## config.mk

```make
export PLATFORM = sky130hd
export DESIGN_NAME = sparc_exu_regwpipe
export DESIGN_NICKNAME = d
export VERILOG_FILES = /design/src/rtl/sparc_exu_regwpipe.sv
export SDC_FILE = /design/constraint.sdc
export NUM_CORES = 1
export LEC_CHECK = 0
export CELL_PAD_IN_SITES_DETAIL_PLACEMENT = 1
export CELL_PAD_IN_SITES_GLOBAL_PLACEMENT = 1
export CORE_ASPECT_RATIO = 1.4
export CORE_MARGIN = 5
export CORE_UTILIZATION = 30
export DETAILED_ROUTE_END_ITERATION = 10
export PLACE_DENSITY_LB_ADDON = 0.15
export SYNTH_ARGS = -nofsm -noshare
export SYNTH_HDL_FRONTEND = slang
export SYNTH_SLANG_ARGS = --single-unit
export TNS_END_PERCENT = 1
```

## constraint.sdc

```tcl
create_clock -name clk -period 2.8 [get_ports clk]
set_clock_uncertainty 0.05 [all_clocks]
set_input_delay 0.84 -clock clk [delete_from_list [all_inputs] [get_ports clk]]
set_output_delay 0.84 -clock clk [all_outputs]
set_load 0.02 [all_outputs]
```

## src/rtl/sparc_exu_regwpipe.sv

```systemverilog
// E->M->W write pipeline for the per-thread register, with M/W kills and an M>W>RF read bypass.
// Optional parity (EXU_REGW_PAR_EN) stages even parity of data_e and flags par_err_w on mismatch.
module sparc_exu_regwpipe #(
  parameter int SIZE = 3
) (
  input  logic            clk,
  input  logic            reset,
  input  logic            se,
  input  logic            wen_e,
  input  logic [3:0]      thr_e,
  input  logic [SIZE-1:0] data_e,
  input  logic            kill_m,
  input  logic            kill_w,
  input  logic [3:0]      thr_rd,
  input  logic [SIZE-1:0] data_rf,
  output logic            wen_w,
  output logic [3:0]      thr_w,
  output logic [SIZE-1:0] data_in_w,
  output logic [SIZE-1:0] data_rd,
`ifdef EXU_REGW_PAR_EN
  output logic            par_err_w,
`endif
  output logic            byp_hit
);

  logic            valid_m, valid_w;
  logic [3:0]      thr_m, thr_w_q;
  logic [SIZE-1:0] data_m, data_w;
  logic            thr_e_onehot;
  logic            hit_m, hit_w;

  assign thr_e_onehot = (thr_e != 4'b0) && ((thr_e & (thr_e - 4'd1)) == 4'b0);

`ifdef EXU_REGW_PAR_EN
  logic par_m, par_w;
`endif

  // Scan shifting (se=1) holds the functional state.
  always_ff @(posedge clk) begin
    if (reset) begin
      valid_m <= 1'b0;
      valid_w <= 1'b0;
      thr_m   <= 4'b0;
      thr_w_q <= 4'b0;
      data_m  <= '0;
      data_w  <= '0;
`ifdef EXU_REGW_PAR_EN
      par_m   <= 1'b0;
      par_w   <= 1'b0;
`endif
    end else if (!se) begin
      valid_m <= wen_e & thr_e_onehot;
      thr_m   <= thr_e;
      data_m  <= data_e;
      valid_w <= valid_m & ~kill_m;
      thr_w_q <= thr_m;
      data_w  <= data_m;
`ifdef EXU_REGW_PAR_EN
      par_m   <= ^data_e;
      par_w   <= par_m;
`endif
    end
  end

  assign wen_w     = valid_w & ~kill_w;
  assign thr_w     = thr_w_q;
  assign data_in_w = data_w;

  assign hit_m   = valid_m & ~kill_m & (|(thr_m & thr_rd));
  assign hit_w   = valid_w & ~kill_w & (|(thr_w_q & thr_rd));
  assign byp_hit = hit_m | hit_w;

  always_comb begin
    data_rd = data_rf;
    if (hit_m)      data_rd = data_m;
    else if (hit_w) data_rd = data_w;
  end

`ifdef EXU_REGW_PAR_EN
  assign par_err_w = wen_w & ((^data_in_w) != par_w);
`endif

endmodule

```

Yosys cells after proc, flatten, opt, wreduce, memory -nomap -nowiden

Cells that the tools add are included.

Register bits after elaboration: 16
Input bits: 20
Output and inout port bits: 12

$add $sub $neg: 1
Muxes and demuxes: 2
Bitwise operators: 11
Reductions and logical operators: 5

Operators by type and width:

| cell                                             | number |
|---|---|
| AND 4 bit                                        | 3 |
| OR reduction 4 bit                               | 2 |
| 2-to-1 mux 3 bit                                 | 2 |
| AND 1 bit                                        | 5 |
| zero test 4 bit                                  | 1 |
| nonzero test 4 bit                               | 1 |
| subtractor 4 x 1 -> 4 bit, second input constant | 1 |
| inverter 1 bit                                   | 2 |
| logical AND 1 bit                                | 1 |
| OR 1 bit                                         | 1 |

Longest topological paths before layout

Depth after elaboration: 5
Depth in mapped cells: 4

Least setup slack after synthesis

Ideal clock, no wire load.

Path type: input-to-output
From: input port kill_w
To: output port data_rd[0]
Data arrival time: 1885 ps
Required time: 1910 ps
Slack: 25 ps
Stages on the path: 4
Path buffers: 0
Path through: nor2b_4 a21boi_2 mux2_1 mux2_2

Word-level cells in the longest chain between the ends: 5

Ends and longest elaborated chain:

| element                | RTL line | source |
|---|---|---|
| start, declared        | 13       | `input logic kill_w,` |
| inverter 1 bit         | 70       | `assign hit_w = valid_w & ~kill_w & (\|(thr_w_q & thr_rd));` |
| AND 1 bit (2 in a row) | 70       |  |
| 2-to-1 mux 3 bit       | 76       | `else if (hit_w) data_rd = data_w;` |
| 2-to-1 mux 3 bit       | 75       | `if (hit_m) data_rd = data_m;` |
| end, declared          | 19       | `output logic [SIZE-1:0] data_rd,` |

Every way passes these cells.

Worst setup path in the final report

From: input port thr_rd[0]
To: output port data_rd[0]

Word-level cells in the longest chain between the ends: 5

Ends and longest elaborated chain:

| element            | RTL line | source |
|---|---|---|
| start, declared    | 14       | `input logic [3:0] thr_rd,` |
| AND 4 bit          | 70       |  |
| OR reduction 4 bit | 70       |  |
| AND 1 bit          | 70       |  |
| 2-to-1 mux 3 bit   | 76       |  |
| 2-to-1 mux 3 bit * | 75       |  |

Every way passes the cells marked *; elsewhere a longest branch is shown, timed or not.

==> metrics <==
cts hold-fix bufs=0; # diodes=0; Via Count=658; Die Y=69.1 µm; crit-path leading delay family=multiplexers; Fin. Hold Viols=0; Synth top cells by count=dfxtp_1, nor2_1, mux2i_1, mux2_1, mux2_2; CP max FO=4; I/O Buffers=31; CP max-delay cell=mux2_4; H-tree depth=1; critical-path cell list=buf_6 > a22oi_2 > a21boi_4 > mux2_4 > mux2_4 > buf_6; Avg Cell Area, Syn=10.1 µm²; Cell variety after synth=21; worst slew pin tran=0.594 ns; fin util=0.507; routed wire length=1910 µm; Synth Cell Area=748 µm²; top area cells in the synthesized netlist=dfxtp_1, mux2i_1, nor2_1, mux2_1, mux2_2; Synth Area in XOR/XNOR=0.0117; Core Region=2390 µm²; Reg clk slew, reported paths=0.09 ns; Synth async-reset ratio=0; failing checks=negative setup slack; Hold WC Path Type=flip-flop to flip-flop; Post-Synthesis Cells=74; Mapped Nets=94; Clock Tree Root=clkbuf_4; Top FF cell, synth=dfxtp_1; effective utilization at floorplan=0.313; sequential fraction of the synthesis area=0.428; Die Span X=52.2 µm; largest family of logic cells by synthesized area=multiplexers; Yosys warnings=0; period utilization=1.04; FP Rows=21; Sequential cell area=320 µm²; global-route wire length before repair=3200 µm; CP endpoint kind=primary output; endpoints failing setup=3; area fraction of the dominant cell type after synthesis=0.428; Yosys top cell by area=dfxtp_1; Seq cells post-synth=16; DRC Markers=0; CTS buffer count=3; GRT Total Usage=0.115; EDFF count, synth=0; layout cells sized above 1=0.297; Max VDD drop=0.000282 V; crit path kind=primary input to primary output; Max-cap violations=0; Post-Synth Simple-Gate Area=0.151; DRT antenna net count=0; multi-input logic area=458 µm²; vias in the first global route=707; PD cells=403 nW/µm²; # IOs=32; adder-cell share of the synthesized area=0; RSZ-0062 raised after global routing=yes; Data required, critical path=1.91 ns; area grow syn2layout=61.9%; DRT Pass-1 Iters=2; max-slew violations=0; wire per inst=13.2 µm; f_max=0.344 GHz; Compound-Gate Fraction of Synth Area=0.104; slack of the critical path=-0.108 ns; CP max stage delay=0.31 ns; Via density=4.54; Worst-Skew Late Latency=0.28 ns; CP startpoint kind=primary input; Overall Power=0.000488 W; dpl hpwl=1440 µm; Slew HR=0.603; setup_tns=-0.315 ns; Final nets=132; crit path buf inv count=2; clk buf depth=2; CTS sink cnt=16; fin crit period=2.91 ns; DIE AREA=3610 µm²; Lkg Pwr=0.503 nW; largest net degree at the start of global routing=19; total gr overflow=0; CP Data Arrival Time=2.02 ns; count leader, synth=dfxtp_1; drt initial violations=5; outcome=complete, but fails checks; antenna violations before repair=0; fillers=274; GPL Wtd Cong=0.654; hold slack=0.484 ns; CTS tree=done; mux cell area share after synthesis=0.278
## cells by family after synthesis
group / count (synthesis)
compound gates: 9
xor+xnor: 1
buf+inv: 5
flops: 16
mux: 20
simple gates: 23
## layout make-up
class	instances	area share
Timing Repair Buffer	37	0.289
Inverter	1	0.00310
Clock buffer	4	0.0300
Tap cell	34	0.0351
Multi-Input combinational cell	53	0.378
Sequential cell	16	0.264
## tightest hold or removal path, cell delays in order, from the launching register on
cell	delay, ns
dfxtp_1	0.36
mux2i_1	0.08
nor2_1	0.07
## where the power goes
part	internal, W	switching, W	leakage, nW
Combinational	0.0000574	0.0000389	0.351
Sequential	0.000237	0.00000823	0.131
Clock	0.0000790	0.0000674	0.0210
Total	0.000374	0.000115	0.503
## path summary, 6_finish.rpt
check / cells after the start / slack [ns] / to / start
worst max-delay path: 6 / -0.11 / data_rd[0] / thr_rd[0]
worst min-delay path: 2 / 0.48 / data_in_w[0] / data_m[0]
worst max register to register: 4 / 1.84 / valid_w / valid_m
worst min register to register: 2 / 0.48 / data_in_w[0] / data_m[0]
## registers in the layout (all words and copies together) (netlist names)
register   count
thr_m          4
data_in_w      3
data_m         3
thr_w          4
valid_w        1
valid_m        1
## cells in the final DEF, fill, tap and decap left out
master	netlist	routed
clkdlybuf4s50_1	0	21
dfxtp_1	16	16
nor2_1	15	15
mux2i_1	14	14
buf_6	0	7
mux2_4	0	6
buf_4	0	5
a22oi_2	2	4
clkbuf_4	0	3
buf_2	2	3
nor4b_1	2	2
nand2_1	2	2
nor2b_4	1	1
a21boi_4	0	1
nand2b_4	0	1
a21oi_2	0	1
or2_1	1	1
xnor2_1	1	1
nor3_1	1	1
inv_1	1	1
o311ai_1	1	1
a21oi_1	2	1
o21a_1	1	1
clkbuf_8	0	1
dlygate4sd2_1	0	1
## metal layers
| layer | routed length (µm) | track usage | share of wire | vias to the layer above |
|---|---|---|---|---|
| li1 | - | - | - | 334 |
| met5 | 0 | 0 | 0 | - |
| met4 | 20 | 0.0597 | 0.010 | 0 |
| met2 | 935 | 0.185 | 0.49 | 20 |
| met1 | 863 | 0.136 | 0.45 | 302 |
| met3 | 96 | 0.0280 | 0.050 | 2 |
## what timing repair did
action                     in CTS  in global routing
resized for setup              56                  2
buffers inserted                0                  1
setup endpoints to repair       5                  4
pin swaps                       3                  3
cloned                          0                  0
## through the flow
| step | std cells | setup WS [ns] | instance area (µm²) |
|---|---|---|---|
| 6_report | 145 | -0.108 | 1210 |
| 3_5_place_dp | 140 | -0.928 | 1120 |
| 3_3_place_gp | 140 | -0.910 | 1120 |
| 5_1_grt | 145 | -0.147 | 1210 |
| 4_1_cts | 144 | -0.115 | 1190 |
| 2_1_floorplan | 74 | 0.0253 | 748 |
(Power assumes the default switching activity.)
